`src/rtl/period_meter_pkg.sv`:
```
// -----------------------------------------------------------------------------
// period_meter_pkg
//
// Shared definitions for the period meter and its input synchronizer.
//
// Contents:
//   DEF_WIDTH        default width of the period / high-time counters
//   DEF_SYNC_STAGES  default depth of the input synchronizer
//   DEF_MAX_COUNT    default count without a rising edge before "stuck"
//   meas_state_e     measurement state machine encoding (IDLE, MEAS)
// -----------------------------------------------------------------------------
package period_meter_pkg;

    localparam int unsigned DEF_WIDTH       = 32;
    localparam int unsigned DEF_SYNC_STAGES = 2;
    localparam logic [31:0] DEF_MAX_COUNT   = 32'hFFFF_FFFF;

    // IDLE: waiting for the first rising edge that arms a measurement.
    // MEAS: counting between rising edges.
    typedef enum logic {
        IDLE = 1'b0,
        MEAS = 1'b1
    } meas_state_e;

endpackage : period_meter_pkg

```
`src/rtl/sync_edge.sv`:
```
// -----------------------------------------------------------------------------
// sync_edge
//
// Brings a possibly asynchronous level into the clk domain and flags its
// rising edges. Shared by any block that samples an external input.
//
// Parameters:
//   STAGES   number of synchronizer flops (2 or more for metastability
//            settling; fewer is not a supported configuration)
//
// Ports:
//   clk      system clock
//   rstn     asynchronous active-low reset, clears every flop to 0
//   async_i  external level, may be asynchronous to clk
//   lvl_o    synchronized level (last synchronizer stage)
//   rise_o   one-cycle pulse on a 0->1 transition of lvl_o
//
// An edge sampled on async_i at clk edge N shows up as rise_o during the
// cycle after edge N+STAGES-1, so a block registering rise_o acts on it at
// edge N+STAGES.
// -----------------------------------------------------------------------------
module sync_edge
    import period_meter_pkg::*;
#(
    parameter int unsigned STAGES = DEF_SYNC_STAGES
) (
    input  logic clk,
    input  logic rstn,
    input  logic async_i,
    output logic lvl_o,
    output logic rise_o
);

    logic [STAGES-1:0] sync_q;
    logic [STAGES-1:0] sync_d;
    logic              lvl_dly_q;

    // New samples enter at bit 0 and shift toward the MSB, which is the
    // settled level handed to the rest of the design.
    assign sync_d = {sync_q[STAGES-2:0], async_i};

    // Synchronizer chain plus one extra flop holding the previous settled
    // level, used only for edge detection.
    always_ff @(posedge clk or negedge rstn) begin
        if (!rstn) begin
            sync_q    <= '0;
            lvl_dly_q <= 1'b0;
        end else begin
            sync_q    <= sync_d;
            lvl_dly_q <= sync_q[STAGES-1];
        end
    end

    assign lvl_o  = sync_q[STAGES-1];
    assign rise_o = sync_q[STAGES-1] & ~lvl_dly_q;

endmodule : sync_edge

```
`src/rtl/period_meter.sv`:
```
// -----------------------------------------------------------------------------
// period_meter
//
// Measures a square wave in system-clock cycles: the distance between the
// last two rising edges (period) and how many of those cycles the input was
// high (high_time). Fed by a divide-by-k clock divider it reports period=k
// and high_time=k>>1.
//
// Parameters:
//   WIDTH        width of the counters and of period / high_time
//   SYNC_STAGES  synchronizer depth for sig_in (2 or more)
//   MAX_COUNT    cycles without a rising edge before stuck is raised;
//                must fit in WIDTH bits
//
// Ports:
//   clk        system clock
//   rstn       asynchronous active-low reset
//   en         measurement enable, synchronous to clk
//   sig_in     signal under measurement, may be asynchronous to clk
//   period     clk cycles between the last two rising edges of sig_in
//   high_time  clk cycles sig_in was high within that period
//   valid      one-cycle pulse when period / high_time update
//   stuck      sticky flag: no rising edge for MAX_COUNT cycles
// -----------------------------------------------------------------------------
module period_meter
    import period_meter_pkg::*;
#(
    parameter int unsigned      WIDTH       = DEF_WIDTH,
    parameter int unsigned      SYNC_STAGES = DEF_SYNC_STAGES,
    parameter logic [WIDTH-1:0] MAX_COUNT   = WIDTH'(DEF_MAX_COUNT)
) (
    input  logic             clk,
    input  logic             rstn,
    input  logic             en,
    input  logic             sig_in,
    output logic [WIDTH-1:0] period,
    output logic [WIDTH-1:0] high_time,
    output logic             valid,
    output logic             stuck
);

    logic lvl;
    logic rise;

    sync_edge #(
        .STAGES (SYNC_STAGES)
    ) u_sync_edge (
        .clk     (clk),
        .rstn    (rstn),
        .async_i (sig_in),
        .lvl_o   (lvl),
        .rise_o  (rise)
    );

    meas_state_e      state_q;
    logic [WIDTH-1:0] cnt_q;
    logic [WIDTH-1:0] hcnt_q;
    logic [WIDTH-1:0] period_q;
    logic [WIDTH-1:0] high_q;
    logic             valid_q;
    logic             stuck_q;

    logic [WIDTH-1:0] cnt_d;
    logic [WIDTH-1:0] hcnt_d;
    logic             at_limit;

    // Running counts for a cycle with no rising edge. The counters never
    // wrap because the MAX_COUNT check stops counting first.
    always_comb begin
        cnt_d  = cnt_q + WIDTH'(1);
        hcnt_d = hcnt_q + WIDTH'(lvl);
    end

    assign at_limit = (cnt_q == MAX_COUNT);

    // Measurement state machine. The rising-edge cycle itself is counted as
    // the first cycle of the new period and, being high, as its first high
    // cycle; hence both counters restart at 1 rather than 0. A rise in the
    // same cycle that the limit is reached still counts as a measurement.
    // Dropping en abandons the current measurement but keeps the last
    // reported result on period / high_time.
    always_ff @(posedge clk or negedge rstn) begin
        if (!rstn) begin
            state_q  <= IDLE;
            cnt_q    <= '0;
            hcnt_q   <= '0;
            period_q <= '0;
            high_q   <= '0;
            valid_q  <= 1'b0;
            stuck_q  <= 1'b0;
        end else if (!en) begin
            state_q <= IDLE;
            cnt_q   <= '0;
            hcnt_q  <= '0;
            valid_q <= 1'b0;
            stuck_q <= 1'b0;
        end else begin
            valid_q <= 1'b0;
            case (state_q)
                IDLE: begin
                    if (rise) begin
                        state_q <= MEAS;
                        cnt_q   <= WIDTH'(1);
                        hcnt_q  <= WIDTH'(1);
                        stuck_q <= 1'b0;
                    end else begin
                        cnt_q  <= '0;
                        hcnt_q <= '0;
                    end
                end
                MEAS: begin
                    if (rise) begin
                        period_q <= cnt_q;
                        high_q   <= hcnt_q;
                        valid_q  <= 1'b1;
                        cnt_q    <= WIDTH'(1);
                        hcnt_q   <= WIDTH'(1);
                    end else if (at_limit) begin
                        state_q <= IDLE;
                        stuck_q <= 1'b1;
                        cnt_q   <= '0;
                        hcnt_q  <= '0;
                    end else begin
                        cnt_q  <= cnt_d;
                        hcnt_q <= hcnt_d;
                    end
                end
                default: begin
                    state_q <= IDLE;
                    cnt_q   <= '0;
                    hcnt_q  <= '0;
                end
            endcase
        end
    end

    assign period    = period_q;
    assign high_time = high_q;
    assign valid     = valid_q;
    assign stuck     = stuck_q;

endmodule : period_meter

```
`config.mk`:
```
export PLATFORM = sky130hd
export DESIGN_NAME = period_meter
export DESIGN_NICKNAME = d
export VERILOG_FILES = /design/src/rtl/period_meter_pkg.sv /design/src/rtl/sync_edge.sv /design/src/rtl/period_meter.sv
export SDC_FILE = /design/constraint.sdc
export NUM_CORES = 1
export LEC_CHECK = 0
export ABC_AREA = 0
export CELL_PAD_IN_SITES_DETAIL_PLACEMENT = 1
export CELL_PAD_IN_SITES_GLOBAL_PLACEMENT = 2
export CORE_UTILIZATION = 37
export DETAILED_ROUTE_END_ITERATION = 8
export GPL_TIMING_DRIVEN = 0
export PLACE_DENSITY = 0.88
export SYNTH_ARGS = -nofsm -noshare
export SYNTH_HDL_FRONTEND = slang
export SYNTH_SLANG_ARGS = --single-unit
```
`constraint.sdc`:
```
create_clock -name clk -period 2.5 [get_ports clk]
set_input_delay 0.25 -clock clk [delete_from_list [all_inputs] [get_ports clk]]
set_output_delay 0.25 -clock clk [all_outputs]
set_load 0.01 [all_outputs]
```
Word-level counts from Yosys, hierarchy flattened
Cells that the tools add are included.

Register bits after elaboration: 134. Input port bits: 4.

Muxes and demuxes: 21. Reductions and logical operators: 2. Equality and inequality tests: 4. Bitwise logic cells: 3. Add/subtract/negate cells: 2.

Operator list (number): two-way mux 32 bit (6); one-hot mux 32 bit (2 select lines) (2); adder 32 x 1 -> 32 bit (1); adder 32 x 1 -> 32 bit (second input constant) (1); equality test 32 bit (second input constant) (1); two-way mux 1 bit (11); inequality test 3 bit (second input constant) (2); AND reduction 3 bit (2); one-hot mux 1 bit (2 select lines) (2); inequality test 3 x 2 -> 1 bit (second input constant) (1); NOT 1 bit (2); bitwise AND 1 bit (1).

Longest topological paths before layout
Gate-level depths: netlist of run 1.

Depth in word-level cells: 5. Gate-level depth with buffers: 7. Mapped depth without buffers: 6.

By module
From an unflattened synthesis of run 1, not the netlist that was laid out.

Cell total of the unflattened synthesis: 479. Area, all modules: 5784.3 sq um.

By module, submodules not included: period_meter (area each 5695.5 sq um, times used 1, sequential area each 3278.1 sq um, cells each 475); sync_edge (area each 88.8 sq um, times used 1, sequential area each 75.1 sq um, cells each 4).

Worst setup path before layout of run 1
OpenSTA, ideal clock, no wires.

Path kind: flip-flop to flip-flop. From: reg u_sync_edge.sync_q[1]. To: reg hcnt_q[31]. Cell stages (with the launch flop): 6. Required time: 2.427 ns. Path slack: 0.680 ns. Data arrival time: 1.747 ns. Clock period less this slack: 1.820 ns. Path buffers: 0. Cells stage by stage: dfrtp_1 > ha_1 > nand3_2 > or4_4 > or3_1 > a21oi_2.

Word-level cells in the longest chain between the ends: 5.

RTL lines: start: declaration (line sync_edge.sv:34) `logic [STAGES-1:0] sync_q;`; start signal: assignment (line sync_edge.sv:49) `sync_q <= sync_d;`; adder 32 x 1 -> 32 bit (line period_meter.sv:71) `hcnt_d = hcnt_q + WIDTH'(lvl);`; two-way mux 32 bit (line period_meter.sv:118) `end else if (at_limit) begin`; two-way mux 32 bit * (line period_meter.sv:112) `if (rise) begin`; one-hot mux 32 bit (2 select lines) * (line period_meter.sv:99) `case (state_q)`; two-way mux 32 bit * (line period_meter.sv:91) `end else if (!en) begin`; end signal: assignment (line period_meter.sv:125) `hcnt_q <= hcnt_d;`; end: declaration (line period_meter.sv:57) `logic [WIDTH-1:0] hcnt_q;`.

Mark *: on every way between the ends. The rest lies on a longest branch, timed or not. A chain may end at the register's enable or synchronous reset.

Final worst setup path of run 1
From: reg cnt_q[17]. To: reg cnt_q[21].

Word-level cells in the longest chain between the ends: 5.

RTL lines: start: declaration (line period_meter.sv:56) `logic [WIDTH-1:0] cnt_q;`; start signal: assignment (line period_meter.sv:124) `cnt_q <= cnt_d;`; adder 32 x 1 -> 32 bit or equality test 32 bit (tied branches) (line period_meter.sv:70, period_meter.sv:74); two-way mux 32 bit * (line period_meter.sv:118); two-way mux 32 bit * (line period_meter.sv:112); one-hot mux 32 bit (2 select lines) * (line period_meter.sv:99); two-way mux 32 bit * (line period_meter.sv:91).

Marks and branches as above.

==> run_results.csv, run 1 <==
group,metric,value,unit
timing,period_needed,2.16,ns
detailed_routing,vias_per_cell,4.98,
synthesis,async_flop_share,100,%
placed_design,place_area,6760,µm²
hold_path,holdCritStartpoint,"en",
die,core,15300,µm²
global_route,met1_usage,23.6,%
power_and_ir_drop,p_per_area,628,nW/µm²
clock_tree,cts-root-buf,"clkbuf_16",
timing,worstMarginPinSlew,0.794,ns
power_and_ir_drop,seqPwrFrac,47.8,%
global_route,grt_util_met3,3.48,%
synthesis,synth_top_area_share,57.9,%
clock_tree,clockBufferDepth,2,
power_and_ir_drop,switching_share,20.7,%
clock_tree,cts_htree_levels,4,
detailed_routing,post_drt_wl_per_cell,16.2,µm
critical_path,startpoint,"cnt_q[17]$_DFF_PN0_",
run,max_cap_violations,0,
timing,period_share,86.2,%
hold_path,hold_path_class,"in -> reg",
critical_path,cp-end-kind,"flip-flop",
synthesis,synth_area_leader_cell,"dfrtp_1",
clock_tree,cts_buffers,17,
die,num_rows,45,
placed_design,dp_cells,773,
critical_path,required,2.80,ns
power_and_ir_drop,p_clk_share,49.7,%
detailed_routing,vias,3997,
placed_design,gp_congestion,0.765,
synthesis,avgSynthCellArea,11.7,µm²
critical_path,rr_endpoint,"cnt_q[21]$_DFF_PN0_",
timing,relSlewSlack,46.5,%
critical_path,crit_type,"reg -> reg",
timing,grt_setup_unrepaired,"no",
layout,layout-drive-gt1-share,17.9,%
layout,instances_no_fill,803,
power_and_ir_drop,p_comb_share,2.6,%
power_and_ir_drop,power,0.00459,W
critical_path,r2r_setup_slack,0.34,ns
die,fp.dieW,127,µm
power_and_ir_drop,leakage,3.17,nW
critical_path,reg2regPathDepth,6,
global_route,busiest_layer,"met2",
synthesis,ys_types,39,
clock_tree,cts_sinks,134,
layout,finish.utilization,47.9,%
synthesis,syn-num-nets,500,
synthesis,synth_edf_count,0,
layout,layout_common_cells,"dfrtp_1 (134), nor2_1 (69), clkdlybuf4s50_1 (67)",
critical_path,r2r_start,"cnt_q[17]$_DFF_PN0_",
detailed_routing,drt-total-wl,13.0,mm
power_and_ir_drop,vdd_ir_drop_max,0.482,mV
detailed_routing,antenna_left,0,
layout,final_area,7310,µm²
timing,skew,0.00747,ns
detailed_routing,drcViolationCount,0,
critical_path,critPathCapture,"cnt_q[21]$_DFF_PN0_",
synthesis,synth_seq_cells,134,
global_route,grt_util_met2,28.1,%
timing,finalHoldViolCount,0,
global_route,grt_pass1_vias,4326,
detailed_routing,drt-initial-drc-count,203,
global_route,grt_pass1_wl,22.2,mm
global_route,grt_use_total,17.7,%
synthesis,synth.yosys.seq_area_share,57.9,%
clock_tree,clk_pin_slew,0.06,ns
global_route,grt_max_degree,83,
timing,fmax,464,MHz
die,die_height,127,µm
critical_path,critPathMaxFanout,10,
detailed_routing,first_pass_iters,4,
synthesis,yosysWarnings,0,
layout,n_antenna_cell,0,
layout,nNetsFinal,589,
clock_tree,cts_tree,"yes",
placed_design,io_buffers,68,
timing,slew_violations,0,
synthesis,synth.cell_area,5790,µm²
clock_tree,clock_latency,0.41,ns
die,die_area,16200,µm²
critical_path,cp.arrival,2.45,ns
placed_design,hpwlAfterDp,9.16,mm
power_and_ir_drop,p_sw,0.000951,W
run_status,status,"finished clean",
layout,layout_commonest_cell,"dfrtp_1",
critical_path,startpoint_type,"flip-flop",
synthesis,ys.flop_type,"dfrtp_1",
synthesis,synthCells,493,
die,num_io_pins,70,
power_and_ir_drop,p_int,0.00364,W
global_route,antenna_found_initial,0,
layout,areaGrowthSynthToFinish,26.3,%
timing,setup_viol,0,
synthesis,synth_top_cells_by_area,"dfrtp_1 (58%), mux2_2 (11%), xor2_1 (5.4%)",
die,initial_utilization,37.9,%
global_route,overflow,0,
## area by class of cell
class	count	area (µm²)
repair buffers	70	719
clock buffers	24	482
clock inverters	5	50.0
well taps	211	264
plain buffers	15	76.3
fillers	1618	7940
inverters	6	22.5
flip-flops and latches	134	3350
multi-input cells	338	2350
## power groups by stage
stage	sequential [W]	combinational [W]	clock, W
2_1_floorplan	0.00223	0.0000398	0
3_3_place_gp	0.00223	0.000112	0
5_1_grt	0.00219	0.000133	0.00241
3_5_place_dp	0.00223	0.000120	0
6_report	0.00219	0.000117	0.00228
4_1_cts	0.00219	0.000123	0.00234
## per-layer routing
| layer | share of wire (%) | vias to the layer above |
|---|---|---|
| li1 | - | 1884 |
| met1 | 47 | 2026 |
| met2 | 48 | 69 |
| met3 | 2.4 | 18 |
| met4 | 2.0 | 0 |
| met5 | 0 | - |
## cells in the mapped netlist, drive strengths merged (4+ instances only)
cell type / n
dfrtp: 134
nor2: 69
mux2: 59
nand2: 36
xor2: 36
nand4: 27
nand3: 24
xnor2: 21
and3: 12
nor3: 10
o21ai: 10
clkbuf: 9
nor4: 8
buf: 6
inv: 6
a21oi: 4
## metrics by stage
step	TNS, ns	setup slack (ns)	hold WS, ns
global route	0	0.110	0.197
CTS	0	0.148	0.173
finish	0	0.345	0.188
global placement	-543.48	-4.07	0.343
detailed placement	0	0.149	0.241
floorplan	0	0.680	-0.0456
## flip-flops by register name, indices dropped and copies added (netlist names)
register,cells
high_time,32
valid,1
u_sync_edge.lvl_dly_q,1
stuck,1
cnt_q,32
hcnt_q,32
u_sync_edge.sync_q,2
state_q,1
period,32
## worst max-delay path, stage by stage (launching register included)
cell	delay, ns
dfrtp_1	0.44
nand4_1	0.33
nor4_1	0.57
nand2_1	0.18
nand2_2	0.22
buf_4	0.22
nor2_1	0.07
## kinds of logic after synthesis
group / Yosys count / synth area share [%]
AND/OR/NAND/NOR: 202 / 18.0
flip-flops: 134 / 57.9
multiplexers: 59 / 11.5
XOR/XNOR: 57 / 8.62
buffers and inverters: 21 / 1.71
AO/OA/AOI/OAI: 17 / 1.69
adder cells (fa/ha/maj): 3 / 0.648
## how the worst min path moves through the flow
stage | endpoint | slack, ns | cells after the start
floorplan | cnt_q[0]$_DFF_PN0_ | -0.05 | 0
finish | cnt_q[0]$_DFF_PN0_ | 0.19 | 3
detailed placement | high_time[23]$_DFFE_PN0P_ | 0.24 | 1
global route | state_q$_DFF_PN0_ | 0.20 | 2
global placement | u_sync_edge.sync_q[1]$_DFF_PN0_ | 0.34 | 0
CTS | hcnt_q[0]$_DFF_PN0_ | 0.17 | 3
## timing repair
item,CTS,global route
setup buffers,0,0
resized for setup,0,1
endpoints found under the hold margin,52,0
setup endpoints to repair,0,50
hold buffers,1,0
No activity file was read; power rests on OpenSTA's default activity.
==> run 2, diff against run 1 <==
--- a/config.mk
+++ b/config.mk
@@ -6,12 +6,13 @@
 export NUM_CORES = 1
 export LEC_CHECK = 0
 export ABC_AREA = 0
+export CAP_MARGIN = 20
 export CELL_PAD_IN_SITES_DETAIL_PLACEMENT = 1
 export CELL_PAD_IN_SITES_GLOBAL_PLACEMENT = 2
-export CORE_UTILIZATION = 37
+export CORE_UTILIZATION = 34
 export DETAILED_ROUTE_END_ITERATION = 8
 export GPL_TIMING_DRIVEN = 0
-export PLACE_DENSITY = 0.88
+export PLACE_DENSITY = 0.85
 export SYNTH_ARGS = -nofsm -noshare
 export SYNTH_HDL_FRONTEND = slang
 export SYNTH_SLANG_ARGS = --single-unit
==> constraint.sdc (replaced) <==
create_clock -name clk -period 1.81 [get_ports clk]
set_input_delay 0.181 -clock clk [delete_from_list [all_inputs] [get_ports clk]]
set_output_delay 0.181 -clock clk [all_outputs]
set_load 0.01 [all_outputs]
==> run 2 against run 1 <==
Against the previous run:
- first-iteration DRC count fell by 9.4%
- cell count rose by 6.1%
- critical path type unchanged
- sequential power rose by 38%
==> run_results.csv, run 2 (synthesis results as in run 1) <==
group,metric,value,unit
run_status,status,"finished clean",
power_and_ir_drop,p_per_area,874,nW/µm²
critical_path,startpoint_type,"flip-flop",
timing,finalHoldViolCount,0,
power_and_ir_drop,p_clk_share,53.6,%
clock_tree,clk_pin_slew,0.06,ns
critical_path,r2r_setup_slack,0.06,ns
layout,fillers,1748,
global_route,antenna_found_initial,0,
global_route,grt_pass1_wl,24.1,mm
die,die_height,133,µm
die,die_area,17600,µm²
critical_path,cp-end-kind,"flip-flop",
die,initial_utilization,34.9,%
layout,instances_no_fill,852,
timing,fmax,571,MHz
timing,skew,0.00682,ns
clock_tree,cts-root-buf,"clkbuf_16",
layout,layout-drive-gt1-share,29.4,%
power_and_ir_drop,vdd_ir_drop_max,0.697,mV
timing,grt_setup_unrepaired,"yes",
clock_tree,cts_buffers,17,
global_route,grt_pass1_vias,4605,
critical_path,reg2regPathDepth,4,
power_and_ir_drop,seqPwrFrac,43.7,%
detailed_routing,vias,4195,
placed_design,dp_cells,782,
timing,worstMarginPinSlew,0.585,ns
critical_path,critPathCapture,"hcnt_q[31]$_DFF_PN0_",
clock_tree,cts_tree,"yes",
detailed_routing,drt-initial-drc-count,184,
placed_design,io_buffers,68,
layout,areaGrowthSynthToFinish,36.9,%
layout,layout_commonest_cell,"dfrtp_1",
critical_path,required,2.16,ns
clock_tree,cts_htree_levels,4,
layout,finish.utilization,47.8,%
die,num_io_pins,70,
die,num_rows,47,
global_route,overflow,0,
timing,relSlewSlack,61.0,%
global_route,grt_max_degree,75,
clock_tree,clockBufferDepth,2,
critical_path,crit_type,"reg -> reg",
layout,layout_common_cells,"dfrtp_1 (118), nor2_1 (68), clkdlybuf4s50_1 (67)",
power_and_ir_drop,p_comb_share,2.7,%
layout,n_antenna_cell,0,
critical_path,rr_endpoint,"hcnt_q[31]$_DFF_PN0_",
die,core,16600,µm²
critical_path,cp.arrival,2.10,ns
critical_path,r2r_start,"hcnt_q[5]$_DFF_PN0_",
placed_design,hpwlAfterDp,9.60,mm
timing,slew_violations,0,
die,fp.dieW,133,µm
critical_path,startpoint,"hcnt_q[5]$_DFF_PN0_",
placed_design,gp_congestion,0.756,
global_route,grt_use_total,17.5,%
timing,period_share,96.7,%
timing,setup_viol,0,
detailed_routing,drcViolationCount,0,
clock_tree,cts_sinks,134,
detailed_routing,vias_per_cell,4.92,
detailed_routing,drt-total-wl,14.5,mm
detailed_routing,post_drt_wl_per_cell,17.0,µm
detailed_routing,first_pass_iters,4,
detailed_routing,antenna_left,0,
clock_tree,clock_latency,0.42,ns
layout,nNetsFinal,626,
critical_path,critPathMaxFanout,7,
hold_path,hold_path_class,"in -> reg",
power_and_ir_drop,p_int,0.00556,W
power_and_ir_drop,switching_share,19.7,%
timing,period_needed,1.75,ns
power_and_ir_drop,p_sw,0.00137,W
power_and_ir_drop,leakage,3.54,nW
run,max_cap_violations,0,
-- run 2: power groups by stage --
stage | Combinational [W] | Sequential (W) | Clock [W]
2_1_floorplan | 0.0000553 | 0.00308 | 0
3_3_place_gp | 0.000157 | 0.00308 | 0
3_5_place_dp | 0.000172 | 0.00308 | 0
4_1_cts | 0.000182 | 0.00303 | 0.00380
5_1_grt | 0.000212 | 0.00303 | 0.00393
6_report | 0.000188 | 0.00303 | 0.00372
-- run 2: final cells by class --
class / count / area (µm²) / share of cell area (%)
Sequential cell: 134 / 3370 / 42.5
Inverter: 6 / 22.5 / 0.284
Multi-Input combinational cell: 338 / 2500 / 31.5
Timing Repair Buffer: 108 / 1000 / 12.7
Tap cell: 220 / 275 / 3.47
Buffer: 14 / 108 / 1.36
Clock inverter: 8 / 143 / 1.80
Clock buffer: 24 / 502 / 6.33
-- run 2: how the worst min path moves through the flow --
stage,from,to,slack (ns),depth (start not counted)
6_report,en,hcnt_q[0]$_DFF_PN0_,0.13,3
5_1_grt,en,state_q$_DFF_PN0_,0.17,2
4_1_cts,en,hcnt_q[0]$_DFF_PN0_,0.1,3
2_1_floorplan,rstn,cnt_q[0]$_DFF_PN0_,-0.11,0
3_5_place_dp,rstn,high_time[11]$_DFFE_PN0P_,0.20,1
3_3_place_gp,u_sync_edge.sync_q[0]$_DFF_PN0_,u_sync_edge.sync_q[1]$_DFF_PN0_,0.34,0
-- run 2: metrics by stage --
step                      setup TNS, ns  hold slack, ns  cell area (µm²)  total power, W  setup slack (ns)
after floorplan                       0          -0.115             5800         0.00314            0.0209
final                                 0           0.127             7930         0.00693            0.0591
after detailed placement         -37.42           0.197             6780         0.00325            -0.593
after global placement          -646.79           0.341             6750         0.00324             -4.60
after CTS                       -0.0702          0.0965             7680         0.00701           -0.0671
after global routing              -1.34           0.174             7930         0.00717           -0.0986
-- run 2: critical path, stage by stage, from the launching register on --
cell,delay (ns)
dfrtp_2,0.44
nand4_4,0.20
or4_4,0.58
or3_4,0.35
a21oi_2,0.12
-- run 2: timing repair --
item | 4_1_cts | 5_1_grt
endpoints found under the hold margin | 60 | 0
setup endpoints to repair | 125 | 122
setup buffers | 18 | 20
gates resized for setup | 26 | 39
hold buffers | 1 | 0
pin swaps | 6 | 12
-- run 2: routing by layer --
metal  GRT usage (%)  part of all wire [%]
met5               0                     0
met4            5.04                   1.1
met3            4.52                   3.6
met1            21.1                    44
met2            30.8                    52
==> run 3, diff against run 2 <==
--- a/config.mk
+++ b/config.mk
@@ -13,6 +13,7 @@
 export DETAILED_ROUTE_END_ITERATION = 8
 export GPL_TIMING_DRIVEN = 0
 export PLACE_DENSITY = 0.85
+export RECOVER_POWER = 50
 export SYNTH_ARGS = -nofsm -noshare
 export SYNTH_HDL_FRONTEND = slang
 export SYNTH_SLANG_ARGS = --single-unit
==> run 3 against run 2 <==
Against the previous run:
- clock skew barely moved
- register-to-register slack is essentially flat
- utilization is 0.098 points lower
- global-route usage unchanged
- flip-flop and latch count unchanged
- first-iteration DRC count unchanged
- non-clock buffer count is the same
- critical endpoint unchanged
- largest cell class unchanged
- highest routed layer unchanged
==> run_results.csv, run 3 (synthesis results as in run 1) <==
group,metric,value,unit
run_status,status,"finished clean",
placed_design,io_buffers,68,
power_and_ir_drop,p_per_area,876,nW/µm²
critical_path,crit_type,"reg -> reg",
power_and_ir_drop,switching_share,19.8,%
clock_tree,clock_latency,0.42,ns
power_and_ir_drop,p_clk_share,53.7,%
hold_path,hold_path_class,"in -> reg",
detailed_routing,antenna_left,0,
timing,relSlewSlack,53.3,%
layout,nNetsFinal,626,
power_and_ir_drop,leakage,3.53,nW
placed_design,gp_congestion,0.756,
global_route,antenna_found_initial,0,
die,fp.dieW,133,µm
power_and_ir_drop,p_sw,0.00137,W
detailed_routing,met3_length,521,µm
detailed_routing,first_pass_iters,4,
detailed_routing,drcViolationCount,0,
layout,multi_input_area,2500,µm²
detailed_routing,vias_per_cell,4.93,
timing,setup_total_negative_slack,0,ns
detailed_routing,drt-met1-wl,6.35,mm
global_route,grt_pass1_wl,24.1,mm
clock_tree,cts-root-buf,"clkbuf_16",
detailed_routing,post_drt_wl_per_cell,17.0,µm
clock_tree,clk_pin_slew,0.06,ns
detailed_routing,route.met2.wl,7.48,mm
timing,setup_viol,0,
timing,period_share,96.7,%
power_and_ir_drop,seqPwrFrac,43.7,%
layout,n_antenna_cell,0,
timing,period_needed,1.75,ns
die,core,16600,µm²
timing,timing.final.ws_setup,0.0589,ns
critical_path,startpoint_type,"flip-flop",
layout,layout-drive-gt1-share,29.4,%
critical_path,cp-end-kind,"flip-flop",
placed_design,hpwlAfterDp,9.60,mm
placed_design,pre_cts_ws,-0.593,ns
run,max_cap_violations,0,
placed_design,place_area,6780,µm²
global_route,grt_pass1_vias,4605,
layout,layout_commonest_cell,"dfrtp_1",
timing,slew_violations,0,
global_route,grt_use_total,17.5,%
detailed_routing,vias,4198,
global_route,grt_max_degree,75,
timing,grt_setup_unrepaired,"yes",
detailed_routing,drt-initial-drc-count,184,
critical_path,cp.arrival,2.10,ns
critical_path,required,2.16,ns
critical_path,critPathMaxFanout,7,
die,die_height,133,µm
clock_tree,cts_htree_levels,4,
layout,seq_area,3370,µm²
die,initial_utilization,34.9,%
timing,skew,0.00682,ns
clock_tree,clockBufferDepth,2,
die,num_rows,47,
die,num_io_pins,70,
detailed_routing,drt-total-wl,14.5,mm
power_and_ir_drop,vdd_ir_drop_max,0.698,mV
global_route,overflow,0,
layout,areaGrowthSynthToFinish,36.6,%
timing,worstMarginPinSlew,0.701,ns
timing,whs,0.127,ns
layout,fillers,1751,
layout,layout_common_cells,"dfrtp_1 (118), nor2_1 (68), clkdlybuf4s50_1 (66)",
power_and_ir_drop,power,0.00693,W
layout,final_area,7910,µm²
timing,fmax,571,MHz
die,die_area,17600,µm²
clock_tree,cts_sinks,134,
power_and_ir_drop,p_int,0.00556,W
detailed_routing,top_layer,"met4",
power_and_ir_drop,p_comb_share,2.6,%
clock_tree,cts_tree,"yes",
timing,finalHoldViolCount,0,
clock_tree,cts_buffers,17,
run 3: worst paths after layout:
| path | from | endpoint | slack (ns) | cells after the start |
|---|---|---|---|---|
| max reg2reg | hcnt_q[5]$_DFF_PN0_ | hcnt_q[31]$_DFF_PN0_ | 0.06 | 4 |
| min in group asynchronous | rstn | high_time[11]$_DFFE_PN0P_ | 0.29 | 2 |
| min | en | hcnt_q[0]$_DFF_PN0_ | 0.13 | 3 |
| max | hcnt_q[5]$_DFF_PN0_ | hcnt_q[31]$_DFF_PN0_ | 0.06 | 4 |
| max in group asynchronous | rstn | cnt_q[18]$_DFF_PN0_ | 0.39 | 3 |
| min reg2reg | u_sync_edge.sync_q[0]$_DFF_PN0_ | u_sync_edge.sync_q[1]$_DFF_PN0_ | 0.37 | 0 |
run 3: per-layer routing:
layer	GRT usage, %	up-vias
li1	-	1950
met1	21.1	2160
met2	30.8	73
met3	4.52	15
met4	5.04	0
met5	0	-
run 3: power groups by stage:
stage	logic (W)	registers, W	clock network, W
5_1_grt	0.000207	0.00303	0.00393
4_1_cts	0.000182	0.00303	0.00380
6_report	0.000182	0.00303	0.00372
3_5_place_dp	0.000172	0.00308	0
3_3_place_gp	0.000157	0.00308	0
2_1_floorplan	0.0000553	0.00308	0
run 3: cell type report:
class                   count  area share (%)
plain buffers              14            1.36
inverters                   6           0.285
clock buffers              24            6.34
flip-flops and latches    134            42.6
clock inverters             8            1.80
repair buffers            108            12.5
multi-input cells         338            31.6
well taps                 220            3.48
run 3: stage by stage:
stage	utilization, %	cells
after global routing	47.7	852
final	47.7	852
after detailed placement	40.9	782
after global placement	40.7	781
after floorplan	-	493
after CTS	46.3	833
run 3: what timing repair did:
item | in CTS | in global routing
cloned | 0 | 0
endpoints found under the setup margin | 125 | 122
gates resized for setup | 26 | 39
buffers inserted | 18 | 20
pin swaps | 6 | 12
hold endpoints to repair | 60 | 0
hold buffers | 1 | 0
run 3: worst max-delay path, stage by stage, from the launching register on:
cell and delay (ns):
dfrtp_2 0.44, nand4_4 0.20, or4_4 0.58, or3_4 0.35, a21oi_2 0.12
